==> src/rtl/cpu_pkg.sv <==
// Shared types for the RV32I core pipeline: the control bundle produced by
// control_decoder and carried down the pipeline registers.
package cpu_pkg;

  localparam int REG_ADDR_W = 5;

  typedef struct packed {
    logic       write;
    logic       store;
    logic       load;
    logic       branch;
    logic [1:0] alu_operand_a_selector;
    logic       alu_operand_b_selector;
    logic [1:0] next_pc_selector;
    logic [2:0] alu_operations_selector;
  } ctrl_t;

  localparam ctrl_t CTRL_NOP = '0;

endpackage

==> src/rtl/hazard_detection_unit.sv <==
// Combinational load-use detector: flags an ID consumer of a load result still
// in EX, and decides whether upstream must freeze this cycle.
module hazard_detection_unit
  import cpu_pkg::*;
(
  input  logic                  ex_valid,
  input  logic                  ex_load,
  input  logic [REG_ADDR_W-1:0] ex_rd_addr,
  input  logic                  id_valid,
  input  logic [REG_ADDR_W-1:0] id_rs1_addr,
  input  logic [REG_ADDR_W-1:0] id_rs2_addr,
  input  logic                  id_rs1_used,
  input  logic                  id_rs2_used,
  input  logic                  flush,
  input  logic                  ex_stall,
  output logic                  load_use,
  output logic                  hazard_stall
);

  logic rs1_match;
  logic rs2_match;

  assign rs1_match = id_rs1_used && (id_rs1_addr == ex_rd_addr);
  assign rs2_match = id_rs2_used && (id_rs2_addr == ex_rd_addr);

  // x0 is never a real destination, so a load into x0 cannot create a hazard.
  assign load_use = ex_valid && ex_load && (ex_rd_addr != '0) && id_valid
                    && (rs1_match || rs2_match);

  assign hazard_stall = load_use && !flush && !ex_stall;

endmodule

==> src/rtl/id_ex_register.sv <==
// ID->EX pipeline register with load-use bubble insertion, EX hold, flush and a
// saturating count of inserted bubbles.
module id_ex_register
  import cpu_pkg::*;
#(
  parameter int XLEN         = 32,
  parameter int BUBBLE_CNT_W = 16
) (
  input  logic                    clk,
  input  logic                    rst_n,
  input  logic                    id_valid,
  input  logic                    id_write,
  input  logic                    id_store,
  input  logic                    id_load,
  input  logic                    id_branch,
  input  logic [1:0]              id_alu_operand_a_selector,
  input  logic                    id_alu_operand_b_selector,
  input  logic [1:0]              id_next_pc_selector,
  input  logic [2:0]              id_alu_operations_selector,
  input  logic [XLEN-1:0]         id_pc,
  input  logic [XLEN-1:0]         id_rs1_data,
  input  logic [XLEN-1:0]         id_rs2_data,
  input  logic [XLEN-1:0]         id_immediate,
  input  logic [4:0]              id_rs1_addr,
  input  logic [4:0]              id_rs2_addr,
  input  logic [4:0]              id_rd_addr,
  input  logic                    id_rs1_used,
  input  logic                    id_rs2_used,
  input  logic                    ex_stall,
  input  logic                    flush,
  output logic                    ex_write,
  output logic                    ex_store,
  output logic                    ex_load,
  output logic                    ex_branch,
  output logic [1:0]              ex_alu_operand_a_selector,
  output logic                    ex_alu_operand_b_selector,
  output logic [1:0]              ex_next_pc_selector,
  output logic [2:0]              ex_alu_operations_selector,
  output logic [XLEN-1:0]         ex_pc,
  output logic [XLEN-1:0]         ex_rs1_data,
  output logic [XLEN-1:0]         ex_rs2_data,
  output logic [XLEN-1:0]         ex_immediate,
  output logic [4:0]              ex_rs1_addr,
  output logic [4:0]              ex_rs2_addr,
  output logic [4:0]              ex_rd_addr,
  output logic                    ex_valid,
  output logic                    hazard_stall,
  output logic [BUBBLE_CNT_W-1:0] bubble_count
);

  ctrl_t                     id_ctrl;
  ctrl_t                     ex_ctrl_reg;
  logic                      ex_valid_reg;
  logic [XLEN-1:0]           ex_pc_reg;
  logic [XLEN-1:0]           ex_rs1_data_reg;
  logic [XLEN-1:0]           ex_rs2_data_reg;
  logic [XLEN-1:0]           ex_immediate_reg;
  logic [REG_ADDR_W-1:0]     ex_rs1_addr_reg;
  logic [REG_ADDR_W-1:0]     ex_rs2_addr_reg;
  logic [REG_ADDR_W-1:0]     ex_rd_addr_reg;
  logic [BUBBLE_CNT_W-1:0]   bubble_count_reg;
  logic                      load_use;
  logic                      load_fields;

  assign id_ctrl = '{
    write:                   id_write,
    store:                   id_store,
    load:                    id_load,
    branch:                  id_branch,
    alu_operand_a_selector:  id_alu_operand_a_selector,
    alu_operand_b_selector:  id_alu_operand_b_selector,
    next_pc_selector:        id_next_pc_selector,
    alu_operations_selector: id_alu_operations_selector
  };

  hazard_detection_unit u_hazard (
    .ex_valid     (ex_valid_reg),
    .ex_load      (ex_ctrl_reg.load),
    .ex_rd_addr   (ex_rd_addr_reg),
    .id_valid     (id_valid),
    .id_rs1_addr  (id_rs1_addr),
    .id_rs2_addr  (id_rs2_addr),
    .id_rs1_used  (id_rs1_used),
    .id_rs2_used  (id_rs2_used),
    .flush        (flush),
    .ex_stall     (ex_stall),
    .load_use     (load_use),
    .hazard_stall (hazard_stall)
  );

  // Payload fields follow ID on a flush too (contents are dead) and on a normal
  // advance; they hold across an EX stall and across an inserted bubble.
  assign load_fields = flush || (!ex_stall && !load_use);

  always_ff @(posedge clk or negedge rst_n) begin
    if (!rst_n) begin
      ex_valid_reg     <= 1'b0;
      ex_ctrl_reg      <= CTRL_NOP;
      ex_pc_reg        <= '0;
      ex_rs1_data_reg  <= '0;
      ex_rs2_data_reg  <= '0;
      ex_immediate_reg <= '0;
      ex_rs1_addr_reg  <= '0;
      ex_rs2_addr_reg  <= '0;
      ex_rd_addr_reg   <= '0;
      bubble_count_reg <= '0;
    end else begin
      if (flush) begin
        ex_valid_reg <= 1'b0;
        ex_ctrl_reg  <= CTRL_NOP;
      end else if (ex_stall) begin
        ex_valid_reg <= ex_valid_reg;
        ex_ctrl_reg  <= ex_ctrl_reg;
      end else if (load_use) begin
        ex_valid_reg <= 1'b0;
        ex_ctrl_reg  <= CTRL_NOP;
        if (bubble_count_reg != '1) begin
          bubble_count_reg <= bubble_count_reg + 1'b1;
        end
      end else begin
        ex_valid_reg <= id_valid;
        ex_ctrl_reg  <= id_valid ? id_ctrl : CTRL_NOP;
      end

      if (load_fields) begin
        ex_pc_reg        <= id_pc;
        ex_rs1_data_reg  <= id_rs1_data;
        ex_rs2_data_reg  <= id_rs2_data;
        ex_immediate_reg <= id_immediate;
        ex_rs1_addr_reg  <= id_rs1_addr;
        ex_rs2_addr_reg  <= id_rs2_addr;
        ex_rd_addr_reg   <= id_rd_addr;
      end
    end
  end

  assign ex_valid                   = ex_valid_reg;
  assign ex_write                   = ex_ctrl_reg.write;
  assign ex_store                   = ex_ctrl_reg.store;
  assign ex_load                    = ex_ctrl_reg.load;
  assign ex_branch                  = ex_ctrl_reg.branch;
  assign ex_alu_operand_a_selector  = ex_ctrl_reg.alu_operand_a_selector;
  assign ex_alu_operand_b_selector  = ex_ctrl_reg.alu_operand_b_selector;
  assign ex_next_pc_selector        = ex_ctrl_reg.next_pc_selector;
  assign ex_alu_operations_selector = ex_ctrl_reg.alu_operations_selector;
  assign ex_pc                      = ex_pc_reg;
  assign ex_rs1_data                = ex_rs1_data_reg;
  assign ex_rs2_data                = ex_rs2_data_reg;
  assign ex_immediate               = ex_immediate_reg;
  assign ex_rs1_addr                = ex_rs1_addr_reg;
  assign ex_rs2_addr                = ex_rs2_addr_reg;
  assign ex_rd_addr                 = ex_rd_addr_reg;
  assign bubble_count               = bubble_count_reg;

endmodule

==> config.mk <==
export PLATFORM = sky130hd
export DESIGN_NAME = id_ex_register
export DESIGN_NICKNAME = d
export VERILOG_FILES = /design/src/rtl/cpu_pkg.sv /design/src/rtl/hazard_detection_unit.sv /design/src/rtl/id_ex_register.sv
export SDC_FILE = /design/constraint.sdc
export NUM_CORES = 1
export LEC_CHECK = 0
export CORE_AREA = 2 2 131 133
export DETAILED_ROUTE_END_ITERATION = 6
export DIE_AREA = 0 0 133 135
export DONT_BUFFER_PORTS = 1
export MAX_ROUTING_LAYER = met4
export PLACE_DENSITY = 0.56
export SLEW_MARGIN = 20
export SYNTH_ARGS = -nofsm -noshare
export SYNTH_HDL_FRONTEND = slang
export SYNTH_SLANG_ARGS = --single-unit
==> constraint.sdc <==
create_clock -name clk -period 4.1 [get_ports clk]
set_clock_uncertainty 0.2 [all_clocks]
set_input_delay 1.025 -clock clk [delete_from_list [all_inputs] [get_ports clk]]
set_output_delay 1.025 -clock clk [all_outputs]
set_load 0.05 [all_outputs]
==> results of run 1 <==
[placed cells by master, fill, tap and decap left out, drive strengths merged, types with 2 or more instances in the layout]
master	Yosys	final
nand3	6	6
inv	0	5
a22o	12	12
buf	16	12
nor4b	3	3
nand4	10	10
bufinv	0	2
nand2b	2	2
nand2	10	10
dfrtp	172	172
xnor2	15	15
mux2	146	146
clkinv	0	5
nor2b	2	2
nor3	6	6
nor4	4	4
nor2	3	3
xor2	8	8
and3	2	2
clkbuf	4	18
[worst min-delay path by stage]
stage	to
detailed placement	ex_rs1_data[14]
finish	ex_rs1_data[12]
CTS	ex_rs1_data[12]
floorplan	bubble_count[0]
global route	ex_rs1_data[12]
global placement	ex_rs1_data[14]
[report_power, final]
group / switching (mW) / total, mW / leakage [nW] / internal, mW
clock network: 0.687 / 1.61 / 0.291 / 0.927
logic: 0.0811 / 0.252 / 1.11 / 0.171
registers: 0.561 / 2.37 / 2.07 / 1.81
[stage by stage]
step	setup WS [ps]	instances	util (%)	hold WS (ps)	power, mW
finish	469	674	48.0	90.0	4.24
global placement	658	643	44.4	533	2.65
floorplan	77.5	431	-	529	2.59
detailed placement	679	643	44.4	531	2.66
global route	338	674	48.0	59.6	4.39
CTS	443	674	48.0	64.8	4.30
[cells in the mapped netlist (all sizes together), types with 2 or more instances]
library cell  number  area [sq um]
xor2               8          70.1
nor2b              2          12.5
buf               16           136
nor3               6          30.0
a22o              12           105
mux2             146          1910
dfrtp            172          4300
clkbuf             4          15.0
nor2               3          11.3
and3               2          12.5
nor4               4          25.0
nor4b              3          26.3
nand2             10          37.5
nand2b             2          12.5
nand4             10          62.6
xnor2             15           131
nand3              6          30.0
[logic make-up (layout without fill, tap and decap cells)]
logic type | Yosys count | after routing | share of synthesized area, %
simple gates | 50 | 50 | 3.91
compound gates | 19 | 19 | 2.27
xor+xnor | 23 | 23 | 2.87
flops | 172 | 172 | 61.4
fa+ha+maj | 1 | 1 | 0.178
mux | 146 | 146 | 27.2
buf+inv | 20 | 43 | 2.16
[area by class of cell]
cell class              count  area, sq um  share of cell area, %
flip-flops and latches    172         4300                   54.6
well taps                 220          275                   3.49
repair buffers             12          140                   1.78
clock inverters            13          156                   1.99
clock buffers              18          439                   5.57
multi-input cells         239         2560                   32.5
[metal layers]
| layer | share of wire [%] | GRT usage [%] | vias to the layer above |
|---|---|---|---|
| li1 | - | - | 1565 |
| met1 | 38 | 20.2 | 1886 |
| met2 | 53 | 29.0 | 184 |
| met3 | 7.8 | 6.64 | 19 |
| met4 | 1.9 | 6.39 | 0 |
| met5 | 0 | - | - |
==> run_summary.xml, run 1 <==
<?xml version="1.0" encoding="UTF-8"?>
<metrics>
  <group name="cells_and_area">
    <metric name="insertedDiodeCount" unit="">0</metric>
    <metric name="post-route-cell-area" unit="sq um">7880</metric>
    <metric name="drive_gt1_share" unit="%">41.9</metric>
    <metric name="nets" unit="">605</metric>
    <metric name="fill_cells" unit="">1388</metric>
    <metric name="area_growth" unit="%">12.4</metric>
  </group>
  <group name="logic_synthesis">
    <metric name="yosys_most_used_dff" unit="">dfrtp_1</metric>
    <metric name="number_of_warnings_reported_in_the_yosys_synthesis_log" unit="">0</metric>
    <metric name="synth_edf_count" unit="">0</metric>
    <metric name="ys_seq_elements" unit="">172</metric>
    <metric name="synthArstFlopShare" unit="%">100</metric>
    <metric name="syn_nets" unit="">594</metric>
    <metric name="netlist_instances" unit="">431</metric>
    <metric name="synth_area" unit="sq um">7010</metric>
    <metric name="synth_area_per_cell" unit="sq um">16.3</metric>
    <metric name="synth-seq-area-share" unit="%">61.4</metric>
    <metric name="yosysUniqueCellTypes" unit="">29</metric>
  </group>
  <group name="timing">
    <metric name="final_max_slew_viol_count" unit="">0</metric>
    <metric name="setup_viol" unit="">0</metric>
    <metric name="layout_min_cycle_time" unit="ps">3630</metric>
    <metric name="tns" unit="ps">0</metric>
    <metric name="unrepaired_setup_endpoints_after_global_routing" unit="">false</metric>
    <metric name="max_clock_freq" unit="MHz">275</metric>
    <metric name="max_slew_margin" unit="%">28.3</metric>
    <metric name="final_min_period_over_clock_period" unit="%">88.6</metric>
    <metric name="tightest_slew" unit="ps">1080</metric>
    <metric name="timing.final.hold_violations" unit="">0</metric>
  </group>
  <group name="drt">
    <metric name="drt-initial-drc-count" unit="">181</metric>
    <metric name="wl" unit="microns">15700</metric>
    <metric name="detail_route.wl_per_cell" unit="microns">23.3</metric>
    <metric name="drtAntennaViolNets" unit="">0</metric>
    <metric name="drc" unit="">0</metric>
    <metric name="vias" unit="">3654</metric>
    <metric name="drt-pass1-iter-count" unit="">5</metric>
    <metric name="vias_per_cell" unit="">5.42</metric>
  </group>
  <group name="clocking">
    <metric name="cts_tree" unit="">done</metric>
    <metric name="cts_root_buf" unit="">clkbuf_16</metric>
    <metric name="clk_transition_reported_paths" unit="ps">70</metric>
    <metric name="tritoncts_num_sinks" unit="">172</metric>
    <metric name="cts_hold_repair.buffers" unit="">0</metric>
    <metric name="cts_htree_levels" unit="">4</metric>
    <metric name="number_of_buffers_created_by_cts" unit="">17</metric>
    <metric name="insertion_delay" unit="ps">420</metric>
    <metric name="cts.path.max_buffers" unit="">2</metric>
    <metric name="ctsResizeCount" unit="">0</metric>
    <metric name="post_cts.repair.setup_buffers" unit="">0</metric>
  </group>
  <group name="grt">
    <metric name="grt_pass1_wl" unit="microns">23400</metric>
    <metric name="antenna_found_initial" unit="">0</metric>
    <metric name="number_of_global_route_vias_before_repair" unit="">3938</metric>
    <metric name="maximum_number_of_pins_on_one_net_before_global_route_repair" unit="">173</metric>
    <metric name="grt_overflow_total" unit="">0</metric>
    <metric name="track_usage" unit="%">17.8</metric>
  </group>
  <group name="die">
    <metric name="core" unit="sq um">16400</metric>
    <metric name="chipWidth" unit="microns">133</metric>
    <metric name="ioPinCount" unit="">335</metric>
    <metric name="placementRows" unit="">47</metric>
    <metric name="die_y" unit="microns">135</metric>
    <metric name="design.die.area" unit="sq um">18000</metric>
    <metric name="initial_utilization" unit="%">42.7</metric>
  </group>
  <group name="critical_path">
    <metric name="worstSetupPathDepth" unit="">5</metric>
    <metric name="ff_to_ff_start" unit="">ex_rd_addr[4]</metric>
    <metric name="r2r_cells" unit="">7</metric>
    <metric name="timing.critical_path.slowest_stage_cell" unit="">dfrtp_1</metric>
    <metric name="crit_required" unit="ps">2870</metric>
    <metric name="critical_path.top_delay_family" unit="">flip-flops</metric>
    <metric name="critPathBufInv" unit="">1</metric>
    <metric name="kind_of_capture_point_of_the_worst_setup_path" unit="">primary output</metric>
    <metric name="crit_arrival" unit="ps">2410</metric>
    <metric name="reg2reg_slack" unit="ps">1080</metric>
    <metric name="slowest_delay" unit="ps">770</metric>
    <metric name="timing.rr.end" unit="">ex_pc[3]</metric>
    <metric name="endpoint" unit="">hazard_stall</metric>
    <metric name="timing.critical_path.from" unit="">ex_rd_addr[4]</metric>
    <metric name="cp_max_fo" unit="">11</metric>
    <metric name="worst-setup-path-type" unit="">reg -&gt; out</metric>
    <metric name="worstPathCellList" unit="">xnor2_1 -&gt; nand4_1 -&gt; o22a_1 -&gt; nor3_1 -&gt; buf_4</metric>
    <metric name="timing.critical_path.from_type" unit="">register</metric>
  </group>
  <group name="placed_design">
    <metric name="routabilityCongestion" unit="">0.801</metric>
    <metric name="port_buffers" unit="">0</metric>
    <metric name="detailed_place_hpwl" unit="microns">11500</metric>
    <metric name="placed_area" unit="sq um">7280</metric>
  </group>
  <group name="run_status">
    <metric name="run_status" unit="">completed</metric>
  </group>
  <group name="power_and_ir_drop">
    <metric name="vdd_ir_drop_max" unit="mV">0.288</metric>
    <metric name="power.static_leakage" unit="nW">3.47</metric>
    <metric name="power_per_cell_area" unit="nW/um^2">538</metric>
  </group>
  <group name="min_path">
    <metric name="hp-class" unit="">in -&gt; async</metric>
  </group>
  <group name="run">
    <metric name="max_cap_violations" unit="">0</metric>
  </group>
</metrics>
Note: power is estimated with default switching activity, not from simulation.
==> run 2, diff against run 1 <==
- PLACE_DENSITY: 0.56 -> 0.59
==> run 2 against run 1 <==
Non-clock buffer count decreased by 8. Global-route usage increased by 0.34 points. Power increased by 1.4%. Core utilization decreased by 0.40 points. Via count increased by 0.41%. Critical path depth decreased by 1. Final cell count decreased by 0.89%. Sequential power about the same. Worst hold slack about the same. Count of clock-buffer cells in the layout increased by 1. Critical path type unchanged.
==> run_summary.xml, run 2 (same netlist as run 1, synthesis figures left out) <==
<?xml version="1.0" encoding="UTF-8"?>
<metrics>
  <group name="run">
    <metric name="max_cap_violations" unit="">0</metric>
  </group>
  <group name="cells_and_area">
    <metric name="area_growth" unit="%">11.5</metric>
    <metric name="layout.cells.most_common_list" unit="">172 x dfrtp_1, 76 x mux2_2, 70 x mux2_4, 17 x clkbuf_16, 15 x xnor2_1</metric>
    <metric name="post-route-cell-area" unit="sq um">7810</metric>
    <metric name="nets" unit="">597</metric>
    <metric name="most_frequent_standard_cell_in_the_layout_excluding_fill_and_tap_cells" unit="">dfrtp_1</metric>
    <metric name="drive_gt1_share" unit="%">40.5</metric>
    <metric name="layout.cells.non_filler" unit="">668</metric>
    <metric name="fill_cells" unit="">1379</metric>
    <metric name="finalCoreUtilization" unit="%">47.6</metric>
  </group>
  <group name="drt">
    <metric name="detail_route.wl_per_cell" unit="microns">23.8</metric>
    <metric name="drtAntennaViolNets" unit="">0</metric>
    <metric name="drt-pass1-iter-count" unit="">4</metric>
    <metric name="wl" unit="microns">15900</metric>
    <metric name="drc" unit="">0</metric>
    <metric name="drt-initial-drc-count" unit="">259</metric>
    <metric name="vias_per_cell" unit="">5.49</metric>
    <metric name="vias" unit="">3669</metric>
  </group>
  <group name="grt">
    <metric name="maximum_number_of_pins_on_one_net_before_global_route_repair" unit="">173</metric>
    <metric name="grt_most_used_layer" unit="">met2</metric>
    <metric name="use_met3" unit="%">6.87</metric>
    <metric name="number_of_global_route_vias_before_repair" unit="">4015</metric>
    <metric name="grt_overflow_total" unit="">0</metric>
    <metric name="grt_use_met1" unit="%">20.6</metric>
    <metric name="grt_pass1_wl" unit="microns">23900</metric>
    <metric name="antenna_found_initial" unit="">1</metric>
    <metric name="track_usage" unit="%">18.1</metric>
    <metric name="met2_resource_use_gr" unit="%">29.3</metric>
  </group>
  <group name="placed_design">
    <metric name="placed_area" unit="sq um">7200</metric>
    <metric name="detailed_place_hpwl" unit="microns">11200</metric>
    <metric name="place_inst" unit="">635</metric>
    <metric name="port_buffers" unit="">0</metric>
    <metric name="routabilityCongestion" unit="">0.849</metric>
    <metric name="dp_slack" unit="ps">650</metric>
  </group>
  <group name="power_and_ir_drop">
    <metric name="vdd_ir_drop_max" unit="mV">0.266</metric>
    <metric name="share_seq_of_total_power" unit="%">55.2</metric>
    <metric name="design_power_total" unit="mW">4.30</metric>
    <metric name="power.static_leakage" unit="nW">3.43</metric>
    <metric name="p_sw" unit="mW">1.35</metric>
    <metric name="power_per_cell_area" unit="nW/um^2">550</metric>
    <metric name="power_report.internal_total" unit="mW">2.96</metric>
    <metric name="pwr-share-clk" unit="%">39.2</metric>
    <metric name="combinational_share_of_power" unit="%">5.6</metric>
    <metric name="netSwitchingFraction" unit="%">31.3</metric>
  </group>
  <group name="die">
    <metric name="ioPinCount" unit="">335</metric>
    <metric name="design.die.area" unit="sq um">18000</metric>
    <metric name="initial_utilization" unit="%">42.7</metric>
    <metric name="chipWidth" unit="microns">133</metric>
    <metric name="die_y" unit="microns">135</metric>
    <metric name="core" unit="sq um">16400</metric>
    <metric name="placementRows" unit="">47</metric>
  </group>
  <group name="clocking">
    <metric name="tritoncts_num_sinks" unit="">172</metric>
    <metric name="cts_hold_repair.buffers" unit="">0</metric>
    <metric name="ctsResizeCount" unit="">0</metric>
    <metric name="insertion_delay" unit="ps">420</metric>
    <metric name="cts_root_buf" unit="">clkbuf_16</metric>
    <metric name="cts_htree_levels" unit="">4</metric>
    <metric name="cts_tree" unit="">done</metric>
    <metric name="cts.path.max_buffers" unit="">2</metric>
    <metric name="clk_transition_reported_paths" unit="ps">70</metric>
    <metric name="number_of_buffers_created_by_cts" unit="">17</metric>
    <metric name="post_cts.repair.setup_buffers" unit="">0</metric>
  </group>
  <group name="timing">
    <metric name="max_slew_margin" unit="%">28.7</metric>
    <metric name="finalWorstSetupSlack" unit="ps">457</metric>
    <metric name="finalHoldWorstSlack" unit="ps">89.7</metric>
    <metric name="max_clock_freq" unit="MHz">275</metric>
    <metric name="final_min_period_over_clock_period" unit="%">88.9</metric>
    <metric name="tns" unit="ps">0</metric>
    <metric name="tightest_slew" unit="ps">1070</metric>
    <metric name="setup_viol" unit="">0</metric>
    <metric name="unrepaired_setup_endpoints_after_global_routing" unit="">false</metric>
    <metric name="timing.final.hold_violations" unit="">0</metric>
    <metric name="final_max_slew_viol_count" unit="">0</metric>
    <metric name="layout_min_cycle_time" unit="ps">3640</metric>
  </group>
  <group name="critical_path">
    <metric name="kind_of_capture_point_of_the_worst_setup_path" unit="">primary output</metric>
    <metric name="worst-setup-path-type" unit="">reg -&gt; out</metric>
    <metric name="timing.critical_path.from_type" unit="">register</metric>
    <metric name="crit_required" unit="ps">2870</metric>
    <metric name="crit_arrival" unit="ps">2420</metric>
    <metric name="cp_max_fo" unit="">5</metric>
  </group>
  <group name="min_path">
    <metric name="hp-class" unit="">in -&gt; async</metric>
  </group>
  <group name="run_status">
    <metric name="run_status" unit="">completed</metric>
  </group>
</metrics>
## run 2: changes by cell type in the layout (fill, tap and decap cells not counted), moves of 2 or more
cell	previous run	this run
buf_4	8	2
buf_12	4	2
clkinv_4	4	2
clkbuf_1	0	2
## run 2: power groups by stage
stage               clock network, mW  registers (mW)  logic [mW]
finish                           1.68            2.37       0.242
global route                     1.80            2.39       0.260
CTS                              1.72            2.38       0.245
detailed placement                  0            2.41       0.244
global placement                    0            2.41       0.236
floorplan                           0            2.36       0.225
## run 2: cell type report
class                   count  area [sq um]  area share (%)
repair buffers              4          55.1           0.705
multi-input cells         239          2560            32.8
clock buffers              19           433            5.54
well taps                 220           275            3.52
flip-flops and latches    172          4300            55.1
clock inverters            13           180            2.31
diodes                      1          2.50          0.0320
## run 2: final timing paths
kind	from	end	slack, ps	depth (start not counted)
max reg2reg	ex_rd_addr[4]	ex_pc[7]	910	6
min	rst_n	ex_rs2_data[11]	90	0
min reg2reg	bubble_count[8]	bubble_count[8]	670	1
max in group asynchronous	rst_n	ex_rs1_data[29]	3230	0
max	ex_rd_addr[1]	hazard_stall	460	4
min in group clk	id_load	ex_load	530	1
## run 2: routing by layer
metal  wire length [microns]  up-vias
met4                     328        0
met2                    8200      202
met1                    6020     1895
met3                    1350       29
li1                        -     1543
met5                       0        -
## run 2: critical path, cell delays in order, from the launching register on
cell	delay [ps]
dfrtp_1	630
or4_1	630
o211ai_1	430
nor3_1	90
buf_4	210
==> run 3, diff against run 2 <==
- CORE_AREA: 2 2 131 133 -> 2 2 128 130
- DIE_AREA: 0 0 133 135 -> 0 0 130 132
- SYNTH_HIERARCHICAL: unset -> 1
==> run 3 against run 2 <==
Register-to-register slack lost 20 ps. Sequential power about the same. Maximum frequency is 7.1% higher. Non-clock buffer count increased by 1. Worst setup slack better by 240 ps. Critical path type unchanged. Largest cell class unchanged.
==> run_summary.xml, run 3 <==
<?xml version="1.0" encoding="UTF-8"?>
<metrics>
  <group name="run_status">
    <metric name="run_status" unit="">completed</metric>
  </group>
  <group name="timing">
    <metric name="max_clock_freq" unit="MHz">294</metric>
    <metric name="max_slew_margin" unit="%">36.7</metric>
    <metric name="setup_viol" unit="">0</metric>
    <metric name="layout_min_cycle_time" unit="ps">3400</metric>
    <metric name="timing.final.hold_violations" unit="">0</metric>
    <metric name="final_max_slew_viol_count" unit="">0</metric>
    <metric name="final_min_period_over_clock_period" unit="%">82.9</metric>
    <metric name="tns" unit="ps">0</metric>
    <metric name="tightest_slew" unit="ps">948</metric>
    <metric name="unrepaired_setup_endpoints_after_global_routing" unit="">false</metric>
  </group>
  <group name="drt">
    <metric name="drtAntennaViolNets" unit="">0</metric>
    <metric name="drt-initial-drc-count" unit="">124</metric>
    <metric name="drc" unit="">0</metric>
    <metric name="vias" unit="">3524</metric>
    <metric name="detail_route.wl_per_cell" unit="microns">22.5</metric>
    <metric name="wl" unit="microns">14700</metric>
    <metric name="drt-pass1-iter-count" unit="">4</metric>
    <metric name="vias_per_cell" unit="">5.37</metric>
  </group>
  <group name="logic_synthesis">
    <metric name="number_of_warnings_reported_in_the_yosys_synthesis_log" unit="">6</metric>
    <metric name="most_instantiated_library_cell_after_synthesis" unit="">dfrtp_1</metric>
    <metric name="synth_area" unit="sq um">6700</metric>
    <metric name="synth-seq-area-share" unit="%">64.3</metric>
    <metric name="yosys.area.top_type_share" unit="%">64.3</metric>
    <metric name="synth_edf_count" unit="">0</metric>
    <metric name="synth_xor_area_share" unit="%">3.27</metric>
    <metric name="synthArstFlopShare" unit="%">100</metric>
    <metric name="netlist_top_cells_count" unit="">172 x dfrtp_1, 144 x mux2_2, 17 x buf_2</metric>
    <metric name="synthMuxAreaShare" unit="%">24.2</metric>
    <metric name="synth.top_cells.by_area" unit="">dfrtp_1 64%, mux2_2 24%, xor2_1 1.7%, a22o_1 1.6%, xnor2_1 1.6%</metric>
    <metric name="yosys_most_used_dff" unit="">dfrtp_1</metric>
    <metric name="synthSimpleGateAreaFrac" unit="%">4.41</metric>
    <metric name="ys_seq_elements" unit="">172</metric>
    <metric name="syn_nets" unit="">585</metric>
    <metric name="synth_top_family_by_area" unit="">multiplexers</metric>
    <metric name="post_synth_fa_ha_maj_area_fraction" unit="%">0.187</metric>
    <metric name="synth_area_per_cell" unit="sq um">15.9</metric>
    <metric name="yosysUniqueCellTypes" unit="">31</metric>
    <metric name="netlist_instances" unit="">422</metric>
    <metric name="synth.largest_area_cell" unit="">dfrtp_1</metric>
    <metric name="synth_compound_area_share" unit="%">2.11</metric>
  </group>
  <group name="power_and_ir_drop">
    <metric name="netSwitchingFraction" unit="%">30.2</metric>
    <metric name="power_report.internal_total" unit="mW">2.97</metric>
    <metric name="combinational_share_of_power" unit="%">4.5</metric>
    <metric name="pwr-share-clk" unit="%">39.9</metric>
    <metric name="share_seq_of_total_power" unit="%">55.6</metric>
    <metric name="power.static_leakage" unit="nW">3.28</metric>
    <metric name="p_sw" unit="mW">1.28</metric>
    <metric name="vdd_ir_drop_max" unit="mV">0.253</metric>
    <metric name="design_power_total" unit="mW">4.25</metric>
    <metric name="power_per_cell_area" unit="nW/um^2">562</metric>
  </group>
  <group name="clocking">
    <metric name="cts_tree" unit="">done</metric>
    <metric name="cts.path.max_buffers" unit="">2</metric>
    <metric name="number_of_buffers_created_by_cts" unit="">17</metric>
    <metric name="post_cts.repair.setup_buffers" unit="">0</metric>
    <metric name="cts_hold_repair.buffers" unit="">0</metric>
    <metric name="cts_htree_levels" unit="">4</metric>
    <metric name="tritoncts_num_sinks" unit="">172</metric>
    <metric name="cts_root_buf" unit="">clkbuf_16</metric>
    <metric name="ctsResizeCount" unit="">0</metric>
    <metric name="insertion_delay" unit="ps">420</metric>
    <metric name="clk_transition_reported_paths" unit="ps">60</metric>
  </group>
  <group name="cells_and_area">
    <metric name="nets" unit="">590</metric>
    <metric name="layout.cells.most_common_list" unit="">172 x dfrtp_1, 144 x mux2_2, 17 x clkbuf_16, 13 x xor2_1</metric>
    <metric name="insertedDiodeCount" unit="">0</metric>
    <metric name="most_frequent_standard_cell_in_the_layout_excluding_fill_and_tap_cells" unit="">dfrtp_1</metric>
    <metric name="area_growth" unit="%">13.0</metric>
    <metric name="drive_gt1_share" unit="%">43.2</metric>
    <metric name="fill_cells" unit="">1370</metric>
  </group>
  <group name="die">
    <metric name="design.die.area" unit="sq um">17200</metric>
    <metric name="placementRows" unit="">46</metric>
    <metric name="initial_utilization" unit="%">42.6</metric>
    <metric name="core" unit="sq um">15700</metric>
    <metric name="ioPinCount" unit="">335</metric>
    <metric name="die_y" unit="microns">132</metric>
    <metric name="chipWidth" unit="microns">130</metric>
  </group>
  <group name="critical_path">
    <metric name="ff_to_ff_start" unit="">ex_rd_addr[4]</metric>
    <metric name="timing.critical_path.from" unit="">ex_rd_addr[4]</metric>
    <metric name="crit_required" unit="ps">2870</metric>
    <metric name="timing.rr.end" unit="">bubble_count[12]</metric>
    <metric name="kind_of_capture_point_of_the_worst_setup_path" unit="">primary output</metric>
    <metric name="crit_arrival" unit="ps">2180</metric>
    <metric name="reg2reg_slack" unit="ps">890</metric>
    <metric name="timing.critical_path.from_type" unit="">register</metric>
    <metric name="cp_max_fo" unit="">5</metric>
    <metric name="r2r_cells" unit="">8</metric>
    <metric name="worst-setup-path-type" unit="">reg -&gt; out</metric>
  </group>
  <group name="min_path">
    <metric name="hp-class" unit="">in -&gt; async</metric>
  </group>
  <group name="placed_design">
    <metric name="detailed_place_hpwl" unit="microns">10700</metric>
    <metric name="routabilityCongestion" unit="">0.805</metric>
    <metric name="port_buffers" unit="">0</metric>
  </group>
  <group name="grt">
    <metric name="grt_overflow_total" unit="">0</metric>
    <metric name="antenna_found_initial" unit="">0</metric>
    <metric name="track_usage" unit="%">17.6</metric>
    <metric name="number_of_global_route_vias_before_repair" unit="">3903</metric>
    <metric name="grt_pass1_wl" unit="microns">22200</metric>
    <metric name="maximum_number_of_pins_on_one_net_before_global_route_repair" unit="">173</metric>
  </group>
  <group name="run">
    <metric name="max_cap_violations" unit="">0</metric>
  </group>
</metrics>
## run 3: cell types whose count changed after synthesis, moves of 3 or more
cell and change:
clkbuf_1 -3, mux2_2 +68, nand3_1 -4, xnor2_1 -3, buf_2 +10, nand4_1 -6
buf_6 -9, nor4_2 +3, xor2_1 +5, mux2_4 -70
## run 3: cells by family (layout without fill, tap and decap cells)
logic type / after synthesis / after routing
buffers and inverters: 21 / 39
AOI/OAI and AO/OA: 16 / 16
muxes: 144 / 144
and+or+nand+nor: 43 / 43
xor gates and xnor gates: 25 / 25
adders and majority gates: 1 / 1
DFF: 172 / 172
## run 3: layer usage
layer  routed length [microns]  global-route usage (%)
met1                      5310                    18.4
met2                      7580                    29.0
met3                      1590                    8.12
met4                       263                    6.33
met5                         0                       -
## run 3: worst max path at each step
stage	slack [ps]	endpoint	cells past startpoint
after detailed placement	630	bubble_count[12]	8
final	700	hazard_stall	5
after floorplan	540	hazard_stall	4
after global routing	540	hazard_stall	5
after global placement	750	bubble_count[10]	8
after CTS	680	hazard_stall	5
## run 3: power by group through the flow
stage | logic, mW | registers (mW) | clock network [mW]
6_report | 0.193 | 2.36 | 1.69
3_5_place_dp | 0.197 | 2.40 | 0
3_3_place_gp | 0.187 | 2.40 | 0
4_1_cts | 0.196 | 2.37 | 1.74
5_1_grt | 0.212 | 2.38 | 1.83
2_1_floorplan | 0.173 | 2.36 | 0
## run 3: worst max-delay path, stage by stage, from the launching register on
cell and delay, ps:
dfrtp_1 750, xnor2_1 220, nand4_1 130, o22ai_1 200, nor4b_2 220, buf_4 240
## run 3: cell type report
| type | count | area, sq um | area share (%) |
|---|---|---|---|
| flip-flops and latches | 172 | 4300 | 56.9 |
| multi-input cells | 229 | 2310 | 30.6 |
| clock buffers | 20 | 437 | 5.77 |
| well taps | 216 | 270 | 3.57 |
| clock inverters | 12 | 184 | 2.43 |
| repair buffers | 5 | 50.0 | 0.661 |
| inverters | 2 | 7.51 | 0.0992 |
## run 3: stage by stage
| step | hold slack (ps) | setup WS, ps | area, sq um | std cells | util (%) |
|---|---|---|---|---|---|
| after floorplan | 529 | 536 | 6700 | 422 | - |
| after global placement | 534 | 749 | 6950 | 624 | 44.2 |
| after detailed placement | 533 | 633 | 6950 | 624 | 44.2 |
| after CTS | 73.8 | 678 | 7570 | 656 | 48.2 |
| after global routing | 61.1 | 537 | 7570 | 656 | 48.2 |
| final | 97.8 | 700 | 7570 | 656 | 48.2 |
